$ cat config.mk
export PLATFORM = sky130hd
export DESIGN_NAME = uart_tx_serializer_flat
export DESIGN_NICKNAME = d
export VERILOG_FILES = /design/src/rtl/uart_tx_serializer_pkg.sv /design/src/rtl/uart_tx_serializer_if.sv /design/src/rtl/uart_baud_tick.sv /design/src/rtl/uart_tx_serializer.sv /design/src/flat_wrapper.sv
export SDC_FILE = /design/constraint.sdc
export NUM_CORES = 1
export LEC_CHECK = 0
export ABC_AREA = 1
export BUFFER_PORTS_ARGS = -buffer_cell sky130_fd_sc_hd__clkbuf_2
export CELL_PAD_IN_SITES_DETAIL_PLACEMENT = 1
export CELL_PAD_IN_SITES_GLOBAL_PLACEMENT = 1
export CORE_MARGIN = 3
export CORE_UTILIZATION = 30
export CTS_CLUSTER_SIZE = 25
export DETAILED_ROUTE_END_ITERATION = 7
export PLACE_DENSITY = 0.64
export SLEW_MARGIN = 0
export SYNTH_ARGS = -nofsm -noshare
export SYNTH_HDL_FRONTEND = slang
export SYNTH_HIERARCHICAL = 1
export SYNTH_SLANG_ARGS = --single-unit
$ cat constraint.sdc
create_clock -name clk -period 1.5 [get_ports clk]
set_clock_uncertainty 0.05 [all_clocks]
set_input_delay 0.3 -clock clk [delete_from_list [all_inputs] [get_ports clk]]
set_output_delay 0.3 -clock clk [all_outputs]
set_load 0.005 [all_outputs]
$ cat src/rtl/uart_tx_serializer_pkg.sv
// Shared UART definitions for the FIR UART path: state encoding, default line settings and the
// clocks-per-bit helper used by the transmitter, the matching receiver and the FIR top level.
package uart_tx_serializer_pkg;

  localparam int unsigned DefaultClkFreq = 50_000_000;
  localparam int unsigned DefaultBaud    = 115_200;

  typedef enum logic [2:0] {
    StIdle   = 3'd0,
    StStart  = 3'd1,
    StData   = 3'd2,
    StParity = 3'd3,
    StStop   = 3'd4
  } uart_state_e;

  // Rounded clocks per bit; callers must keep the result >= 2.
  function automatic int unsigned calc_div(input int unsigned clk_freq, input int unsigned baud);
    return (clk_freq + baud / 2) / baud;
  endfunction

endpackage

$ cat src/rtl/uart_tx_serializer_if.sv
// Byte handshake between the FIR control unit (master) and the UART transmitter (slave).
interface uart_tx_serializer_if;

  logic       TxD_start;
  logic [7:0] TxD_data;
  logic       TxD;
  logic       TxD_busy;

  modport master (
    output TxD_start,
    output TxD_data,
    input  TxD,
    input  TxD_busy
  );

  modport slave (
    input  TxD_start,
    input  TxD_data,
    output TxD,
    output TxD_busy
  );

endinterface

$ cat src/rtl/uart_baud_tick.sv
// Bit-period timer: counts Div clocks and flags the last clock of each period.
// restart reloads the count so the next period is exactly Div clocks long.
module uart_baud_tick #(
  parameter int unsigned Div = 4
) (
  input  logic clk,
  input  logic reset,
  input  logic restart,
  output logic tick
);

  localparam int unsigned CntW = (Div > 1) ? $clog2(Div) : 1;
  localparam logic [CntW-1:0] Reload = CntW'(Div - 1);

  logic [CntW-1:0] cnt_q, cnt_d;

  always_comb begin
    cnt_d = cnt_q;
    if (restart || (cnt_q == '0)) begin
      cnt_d = Reload;
    end else begin
      cnt_d = cnt_q - 1'b1;
    end
  end

  always_ff @(posedge clk) begin
    if (reset) begin
      cnt_q <= '0;
    end else begin
      cnt_q <= cnt_d;
    end
  end

  assign tick = (cnt_q == '0);

endmodule

$ cat src/rtl/uart_tx_serializer.sv
// UART transmitter, 8N1 LSB first, one byte per TxD_start while idle; registered TxD line.
// Define UART_TX_PARITY_EN to insert an even-parity bit between data and stop (8E1).
module uart_tx_serializer
  import uart_tx_serializer_pkg::*;
#(
  parameter int unsigned CLK_FREQ = DefaultClkFreq,
  parameter int unsigned BAUD     = DefaultBaud
) (
  input logic                  clk,
  input logic                  reset,
  uart_tx_serializer_if.slave  tx
);

  localparam int unsigned DIV = calc_div(CLK_FREQ, BAUD);

  uart_state_e state_q, state_d;
  logic [7:0]  shift_q;
  logic [2:0]  bit_cnt_q;
  logic        txd_q, txd_d;
  logic        busy;
  logic        accept;
  logic        tick;
`ifdef UART_TX_PARITY_EN
  logic        parity_q;
`endif

  assign accept = (state_q == StIdle) && tx.TxD_start;

  uart_baud_tick #(
    .Div (DIV)
  ) u_baud_tick (
    .clk     (clk),
    .reset   (reset),
    .restart (accept),
    .tick    (tick)
  );

  always_ff @(posedge clk) begin
    if (reset) begin
      state_q <= StIdle;
    end else begin
      state_q <= state_d;
    end
  end

  always_comb begin
    state_d = state_q;
    unique case (state_q)
      StIdle:   if (tx.TxD_start) state_d = StStart;
      StStart:  if (tick) state_d = StData;
      StData: begin
        if (tick && (bit_cnt_q == 3'd7)) begin
`ifdef UART_TX_PARITY_EN
          state_d = StParity;
`else
          state_d = StStop;
`endif
        end
      end
      StParity: if (tick) state_d = StStop;
      StStop:   if (tick) state_d = StIdle;
      default:  state_d = StIdle;
    endcase
  end

  // Line level is decoded from the current state and registered, so TxD trails state by a clock.
  always_comb begin
    txd_d = 1'b1;
    busy  = (state_q != StIdle);
    unique case (state_q)
      StIdle:   txd_d = 1'b1;
      StStart:  txd_d = 1'b0;
      StData:   txd_d = shift_q[0];
`ifdef UART_TX_PARITY_EN
      StParity: txd_d = parity_q;
`else
      StParity: txd_d = 1'b1;
`endif
      StStop:   txd_d = 1'b1;
      default:  txd_d = 1'b1;
    endcase
  end

  always_ff @(posedge clk) begin
    if (reset) begin
      txd_q     <= 1'b1;
      shift_q   <= 8'h00;
      bit_cnt_q <= 3'd0;
`ifdef UART_TX_PARITY_EN
      parity_q  <= 1'b0;
`endif
    end else begin
      txd_q <= txd_d;
      if (accept) begin
        shift_q   <= tx.TxD_data;
        bit_cnt_q <= 3'd0;
`ifdef UART_TX_PARITY_EN
        parity_q  <= ^tx.TxD_data;
`endif
      end else if ((state_q == StData) && tick) begin
        shift_q   <= {1'b0, shift_q[7:1]};
        bit_cnt_q <= bit_cnt_q + 3'd1;
      end
    end
  end

  assign tx.TxD      = txd_q;
  assign tx.TxD_busy = busy;

endmodule

$ cat src/flat_wrapper.sv
// flat-port wrapper written by rule: the top's interface ports become plain ports
module uart_tx_serializer_flat import uart_tx_serializer_pkg::*;
#(
  parameter int unsigned CLK_FREQ = DefaultClkFreq,
  parameter int unsigned BAUD     = DefaultBaud
)
  (clk, reset, tx_TxD_start, tx_TxD_data, tx_TxD, tx_TxD_busy);
  uart_tx_serializer_if tx_i ();
  input logic clk;
  input logic reset;
  input wire logic [$bits(tx_i.TxD_start)-1:0] tx_TxD_start;
  input wire logic [$bits(tx_i.TxD_data)-1:0] tx_TxD_data;
  output wire logic [$bits(tx_i.TxD)-1:0] tx_TxD;
  output wire logic [$bits(tx_i.TxD_busy)-1:0] tx_TxD_busy;
  assign tx_i.TxD_start = tx_TxD_start;
  assign tx_i.TxD_data = tx_TxD_data;
  assign tx_TxD = tx_i.TxD;
  assign tx_TxD_busy = tx_i.TxD_busy;
  uart_tx_serializer #(.CLK_FREQ(CLK_FREQ), .BAUD(BAUD)) u_core (.clk(clk), .reset(reset), .tx(tx_i));
endmodule
# After elaboration in Yosys (flattened, before gate mapping)
# Cells that the tools add are included.
# word_totals
regBits,24
latch_bits,0
mem_bits_rw,0
romBits,0
input_bits,11
memories,0
# classes
n_addsub,2
multipliers,0
n_div,0
n_lt_le_gt_ge,0
n_eq_ne,10
n_shift,0
mux,10
bitwise,0
n_reduce_logical,11
# ops
op,n
2-to-1 mux 8 bit,2
2-to-1 mux 3 bit,5
one-hot mux 3 bit (5 select lines),1
zero test 9 bit,1
2-to-1 mux 9 bit,1
"subtractor 9 x 1 -> 9 bit, second input constant",1
"!= test 2 x 1 -> 1 bit, second input constant",4
"== test 3 x 2 -> 1 bit, second input constant",2
"== test 3 bit, second input constant",2
AND reduction 5 bit,1
OR reduction 2 bit,2
"adder 3 x 1 -> 3 bit, second input constant",1
"== test 3 x 1 -> 1 bit, second input constant",1
logical AND 1 bit,3
zero test 3 bit,1
nonzero test 3 bit,1
"!= test 2 bit, second input constant",1
one-hot mux 1 bit (2 select lines),1
nonzero test 2 bit,1
logical OR 1 bit,1

# Logic depth before layout (Yosys ltp)
# Gate-level depths: netlist of the first run.
# logic_depth
ltp_word,4
ltp_mapped,13
ltp_nobuf,12

# By module
# The synthesis of the first run kept the hierarchy.
# modules_own_cells
module,n_inst,cells_per_inst,area_each_um2,seq_area_each_um2
uart_tx_serializer,1,112,798.3,300.3
uart_baud_tick,1,70,495.5,180.2

# Least setup slack after synthesis of the first run
# OpenSTA, ideal clock, no wires.
# synth_timing
path_type,register to register
startpoint,register u_core.u_baud_tick.cnt_q[0]
endpoint,register u_core.shift_q[0]
setup_ns,0.124
arrival_ns,1.389
slack_ns,-0.063
stages_incl_launch_ff,13
cell_sequence,dfxtp_1 > inv_1 > ha_1 > inv_1 > nor2_1 > nand2_2 > nor2_4 > buf_2 > nand3_4 > nand2_2 > nor2_1 > nor2_1 > nor2_1
# synth_via
elab_chain_cells,3
# synth_lines
element,line_no,text
"start, declared",uart_baud_tick.sv:15,"logic [CntW-1:0] cnt_q, cnt_d;"
"start signal, assigned",uart_baud_tick.sv:30,cnt_q <= cnt_d;
zero test 9 bit,uart_baud_tick.sv:34,assign tick = (cnt_q == '0);
named net u_core.tick,uart_tx_serializer.sv:22,logic tick;
logical AND 1 bit,uart_tx_serializer.sv:100,end else if ((state_q == StData) && tick) begin
nonzero test 2 bit (no line),--,
"end signal, assigned",uart_tx_serializer.sv:95,shift_q <= tx.TxD_data;
"end signal, assigned",uart_tx_serializer.sv:101,"shift_q <= {1'b0, shift_q[7:1]};"
"end, declared",uart_tx_serializer.sv:17,logic [7:0] shift_q;
# The timed path passes the listed nets, and every way through them passes these cells.
# A chain may end at the register's enable or synchronous reset.

# Final worst setup path of the first run
# layout_timing
startpoint,register u_core.u_baud_tick.cnt_q[0]
endpoint,register u_core.shift_q[1]
# Same word-level chain as after synthesis.

==> impl_metrics.env, run 1 <==
export IMPL_cp_arrival_ns=1.70
export IMPL_clk_pin_slew_ns=0.09
export IMPL_finalNetCount=226
export IMPL_synthDistinctLibCells=26
export IMPL_setup_viol=4
export IMPL_cp_max_fo=5
export IMPL_r2r_slack_ns=-0.04
export IMPL_setup_tns_ns=-0.0885
export IMPL_start_kind="register"
export IMPL_r2r_start="u_core/u_baud_tick/cnt_q[0]"
export IMPL_fp_dieH_um=71.7
export IMPL_drc=0
export IMPL_critPathLaunch="u_core/u_baud_tick/cnt_q[0]"
export IMPL_relSlewSlack_pct=81.3
export IMPL_vias_per_cell=4.67
export IMPL_vias=1210
export IMPL_syn_avg_cell_area_um2=7.11
export IMPL_syn_inst=182
export IMPL_crit_required_ns=1.66
export IMPL_area_growth_pct=26.5
export IMPL_grt_pass1_vias=1274
export IMPL_row_count=23
export IMPL_p_leak_nw=0.783
export IMPL_coreArea_um2=4090
export IMPL_peakVddDrop_v=0.000376
export IMPL_fin_crit_ns=1.54
export IMPL_drtIter0Drc=30
export IMPL_clkLatencyLatePin_ns=0.27
export IMPL_antenna_found_initial=0
export IMPL_finalNonFillerCells=259
export IMPL_ys_seq_area_share_pct=37.1
export IMPL_reg2regPathDepth=12
export IMPL_grt_pass1_wl_mm=5.81
export IMPL_place_congestion=0.748
export IMPL_wl_per_cell_um=13.1
export IMPL_power_density_nw_per_um2=1090
export IMPL_criticalPathCategory="reg2reg"
export IMPL_finalCritPeriodShare_pct=102
export IMPL_ys_warn_count=6
export IMPL_drtPass1Iterations=4
export IMPL_cp_endpoint="u_core/shift_q[1]"
export IMPL_ys_seq_elements=24
export IMPL_syn_nets=197
export IMPL_rsz0062_at_grt="true"
export IMPL_drtAntennaViolNets=0
export IMPL_numCtsBuffers=3
export IMPL_worstReg2RegEnd="u_core/shift_q[1]"
export IMPL_synth_area_um2=1290
export IMPL_post_synth_top_area_cell="dfxtp_1"
export IMPL_yosys_top_cells_count="nand2_1, inv_1, dfxtp_1"
export IMPL_max_freq_mhz=651
export IMPL_dpl_hpwl_mm=2.51
export IMPL_worst_pin_slew_ns=0.280
export IMPL_track_usage_pct=14.2
export IMPL_maxCapViolCount=0
export IMPL_drt_wl_total_mm=3.41
export IMPL_die_w_um=71.7
export IMPL_status="finished with violations"
export IMPL_hold_class="in2reg"
export IMPL_synth_edf_count=0
export IMPL_report_final_hold_viol_count=0
export IMPL_slew_violations=0
export IMPL_setup_ws_ns=-0.0368
export IMPL_htreeDepth=1
export IMPL_ioPinCount=13
export IMPL_initial_core_util_pct=31.7
export IMPL_place_ws_ns=-0.0788
export IMPL_yosysMostFrequentCell="nand2_1"
export IMPL_clock_sinks=24
export IMPL_dieArea_um2=5140
export IMPL_holdWs_ns=0.239
export IMPL_synthDominantCellAreaShare_pct=37.1
export IMPL_portBuffers=12
export IMPL_drive_above_1_share_pct=32.5
export IMPL_dp_cells=248
export IMPL_violations="negative setup slack"
export IMPL_diodes=0
export IMPL_cts_max_path_buffers=2
export IMPL_synth_main_ff_cell="dfxtp_1"
export IMPL_ctsRootBufferMaster="clkbuf_8"
export IMPL_grt_overflow=0
export IMPL_async_reset_ff_share_pct=0
export IMPL_end_kind="register"
export IMPL_synth_area_leaders="dfxtp_1, nand2_1, inv_1"
export IMPL_grt_max_degree=13
export IMPL_cts_tree="done"
[area by class of cell]
| cell class | count | area (µm²) |
|---|---|---|
| Timing Repair Buffer | 28 | 195 |
| Inverter | 29 | 116 |
| Multi-Input combinational cell | 125 | 737 |
| Clock buffer | 3 | 41.3 |
| Sequential cell | 24 | 484 |
| Fill cell | 531 | 2450 |
| Tap cell | 50 | 62.6 |
[worst min path at each step]
stage | to | cells past startpoint | slack (ns) | from
after global routing | u_core/shift_q[7] | 3 | 0.25 | tx_TxD_data[7]
final | u_core/shift_q[7] | 3 | 0.24 | tx_TxD_data[7]
after floorplan | u_core/u_baud_tick/cnt_q[4] | 1 | 0.32 | reset
after CTS | u_core/shift_q[7] | 3 | 0.23 | tx_TxD_data[7]
after detailed placement | u_core/shift_q[3] | 2 | 0.42 | u_core/shift_q[3]
after global placement | u_core/bit_cnt_q[2] | 2 | 0.41 | u_core/bit_cnt_q[2]
[what timing repair did]
action                                  4_1_cts  5_1_grt
pin swaps                                     2        4
hold buffers                                  0        0
buffers inserted                              6        2
resized for setup                            10       17
endpoints found under the setup margin       16       17
[cell usage in the layout, fill, tap and decap left out]
cell type and n:
a21oi_1 8, a21oi_2 4, buf_4 12, buf_6 4, clkbuf_2 12, clkbuf_8 3
dfxtp_1 21, dfxtp_2 3, ha_1 2, ha_2 1, ha_4 1, inv_1 24
inv_2 2, inv_4 3, nand2_1 39, nand2_2 6, nand2_4 2, nand3_1 11
nand3_2 2, nand3_4 2, nand3b_1 2, nand4_1 5, nor2_1 16, nor2_2 3
nor2_4 5, nor3_1 1, o21a_1 1, o21ai_0 3, o21ai_1 4, o21bai_2 1
or2_0 3, or2_2 2, xor2_1 1
[logic make-up after synthesis]
kind of cell | synth area share, %
AO/OA/AOI/OAI | 9.38
buffers and inverters | 10.3
flip-flops | 37.1
AND/OR/NAND/NOR | 38.6
adder cells (fa/ha/maj) | 3.87
XOR/XNOR | 0.677
[worst max-delay path, stage by stage, from the launching register on]
cell and delay, ns:
dfxtp_2 0.33, inv_4 0.07, ha_4 0.13, inv_2 0.04
nor2_4 0.08, nand2_2 0.08, nor2_4 0.19, nand3_4 0.15
nand2_4 0.11, inv_4 0.05, nand2_2 0.06, nand3_1 0.06
nor2_1 0.09
[stage by stage]
stage               util (%)  total power [mW]  instance area (µm²)
floorplan                  -              1.16                 1300
global placement        35.5              1.28                 1450
detailed placement      35.5              1.30                 1450
CTS                     38.3              1.76                 1570
global route            40.0              1.93                 1640
finish                  40.0              1.79                 1640
[registers in the layout, summed over array words and instances, names as in the netlist]
signal / count
u_core/shift_q: 8
u_core/u_baud_tick/cnt_q: 9
u_core/tx.TxD: 1
u_core/bit_cnt_q: 3
u_core/state_q: 3
[metal layers]
layer / track usage (%) / vias to the layer above / part of all wire (%)
met2: 23.8 / 14 / 52
met4: 5.01 / 0 / 1.5
met3: 2.95 / 6 / 2.7
met1: 18.1 / 569 / 44
li1: - / 621 / -
met5: 0 / - / 0
[power by group]
part	internal [mW]	total [mW]	switching, mW
clock network	0.180	0.386	0.206
logic	0.265	0.626	0.360
registers	0.711	0.776	0.0657
Note: power is estimated with default switching activity, not from simulation.
==> run 2: changes to the inputs <==
- TNS_END_PERCENT: unset -> 5
==> impl_metrics.env, run 2 (synthesis gave the netlist of run 1 again) <==
export IMPL_report_final_hold_viol_count=0
export IMPL_grt_pass1_vias=1255
export IMPL_place_congestion=0.748
export IMPL_grt_max_degree=13
export IMPL_diodes=0
export IMPL_p_seq_share_pct=43.8
export IMPL_p_leak_nw=0.775
export IMPL_cts_max_path_buffers=2
export IMPL_drtAntennaViolNets=0
export IMPL_relSlewSlack_pct=81.4
export IMPL_largest_reg_flops=9
export IMPL_maxCapViolCount=0
export IMPL_criticalPathCategory="reg2reg"
export IMPL_drtPass1Iterations=4
export IMPL_clk_pin_slew_ns=0.08
export IMPL_numCtsBuffers=3
export IMPL_fp_dieH_um=71.7
export IMPL_violations="negative setup slack"
export IMPL_worst_pin_slew_ns=0.279
export IMPL_drive_above_1_share_pct=31.7
export IMPL_finalNetCount=225
export IMPL_grt_pass1_wl_mm=5.62
export IMPL_rsz0062_at_grt="true"
export IMPL_critPathMaxStageDelay_ns=0.34
export IMPL_critPathBufInv=3
export IMPL_mostFrequentLayoutCell="nand2_1"
export IMPL_htreeDepth=1
export IMPL_crit_path_cell_trace="inv_2 > ha_4 > inv_2 > nor2_2 > nand2_2 > nor2_4 > nand3_4 > nand2_4 > inv_4 > nand2_2 > nand3_2 > nor2_1"
export IMPL_clkLatencyLatePin_ns=0.27
export IMPL_peakVddDrop_v=0.000538
export IMPL_drc=0
export IMPL_max_freq_mhz=636
export IMPL_power_switching_mw=0.621
export IMPL_vias=1222
export IMPL_end_kind="register"
export IMPL_most_common_layout_cells="nand2_1, inv_1, dfxtp_1"
export IMPL_crit_required_ns=1.66
export IMPL_drtIter0Drc=39
export IMPL_power_density_nw_per_um2=1090
export IMPL_portBuffers=12
export IMPL_cts_tree="done"
export IMPL_antenna_found_initial=0
export IMPL_start_kind="register"
export IMPL_coreArea_um2=4090
export IMPL_largest_register="u_core/u_baud_tick/cnt_q"
export IMPL_ctsRootBufferMaster="clkbuf_8"
export IMPL_setup_viol=14
export IMPL_dpl_hpwl_mm=2.51
export IMPL_p_clk_share_pct=21.9
export IMPL_status="finished with violations"
export IMPL_cp_max_fo=5
export IMPL_grt_overflow=0
export IMPL_drt_wl_total_mm=3.31
export IMPL_clock_sinks=24
export IMPL_cpMaxStageDelayCell="dfxtp_2"
export IMPL_holdWs_ns=0.241
export IMPL_internal_power_mw=1.14
export IMPL_power_frac_comb_pct=34.4
export IMPL_area_growth_pct=25.0
export IMPL_die_w_um=71.7
export IMPL_path_delay_family="simple AND/OR/NAND/NOR gates"
export IMPL_row_count=23
export IMPL_ioPinCount=13
export IMPL_reg_top3="u_core/u_baud_tick/cnt_q (9), u_core/shift_q (8)"
export IMPL_setup_ws_ns=-0.0715
export IMPL_initial_core_util_pct=31.7
export IMPL_fillCellCount=539
export IMPL_finalCritPeriodShare_pct=105
export IMPL_swShare_pct=35.2
export IMPL_vias_per_cell=4.74
export IMPL_report_power_total_mw=1.76
export IMPL_track_usage_pct=13.7
export IMPL_fin_crit_ns=1.57
export IMPL_wl_per_cell_um=12.8
export IMPL_cp_arrival_ns=1.74
export IMPL_dieArea_um2=5140
export IMPL_hold_class="in2reg"
export IMPL_slew_violations=0
[run 2: cell types whose count changed in the layout (fill, tap and decap cells not counted), sizes merged]
cell,previous run,this run
buf,16,15
[run 2: power by group through the flow]
stage	sequential, mW	clock (mW)	combinational, mW
2_1_floorplan	0.770	0	0.386
3_3_place_gp	0.779	0	0.498
3_5_place_dp	0.782	0	0.520
4_1_cts	0.771	0.409	0.546
5_1_grt	0.781	0.439	0.686
6_report	0.772	0.386	0.606
[run 2: tightest hold or removal path: stages]
cell and delay, ns:
clkbuf_2 0.08, nand2_1 0.07, a21oi_1 0.06
[run 2: per-layer routing]
layer	vias up	GRT usage (%)	wire, µm
met5	-	0	0
met4	0	5.43	60
met3	6	2.24	94
met2	15	22.1	1690
met1	579	18.0	1460
li1	622	-	-
[run 2: worst paths after layout]
path / from / endpoint / slack, ns / cells after the start
worst max-delay path: u_core/u_baud_tick/cnt_q[1] / u_core/shift_q[1] / -0.07 / 12
worst min-delay path: tx_TxD_data[7] / u_core/shift_q[7] / 0.24 / 3
worst max register to register: u_core/u_baud_tick/cnt_q[1] / u_core/shift_q[1] / -0.07 / 12
worst min register to register: u_core/bit_cnt_q[1] / u_core/bit_cnt_q[1] / 0.42 / 2
[run 2: metrics by stage]
step / cells / worst slack [ns] / utilization (%) / TNS (ns) / instance area [µm²]
final: 258 / -0.0715 / 39.6 / -0.470 / 1620
after global routing: 258 / -0.194 / 39.6 / -2.39 / 1620
after CTS: 254 / -0.0306 / 37.4 / -0.0874 / 1530
after detailed placement: 248 / -0.0788 / 35.5 / -0.295 / 1450
after global placement: 248 / 0.00633 / 35.5 / 0 / 1450
after floorplan: 182 / 0.000245 / - / 0 / 1300
[run 2: layout make-up]
| class | count | area, µm² | share of cell area [%] |
|---|---|---|---|
| Clock buffer | 3 | 41.3 | 2.55 |
| Inverter | 29 | 114 | 7.04 |
| Multi-Input combinational cell | 125 | 732 | 45.2 |
| Sequential cell | 24 | 484 | 29.9 |
| Tap cell | 50 | 62.6 | 3.87 |
| Timing Repair Buffer | 27 | 184 | 11.4 |
[run 2: timing repair]
item / in CTS / in global routing
gates cloned: 0 / 0
setup buffers: 3 / 4
pin swaps: 2 / 9
hold buffers: 0 / 0
resized for setup: 5 / 17
endpoints found under the setup margin: 16 / 17
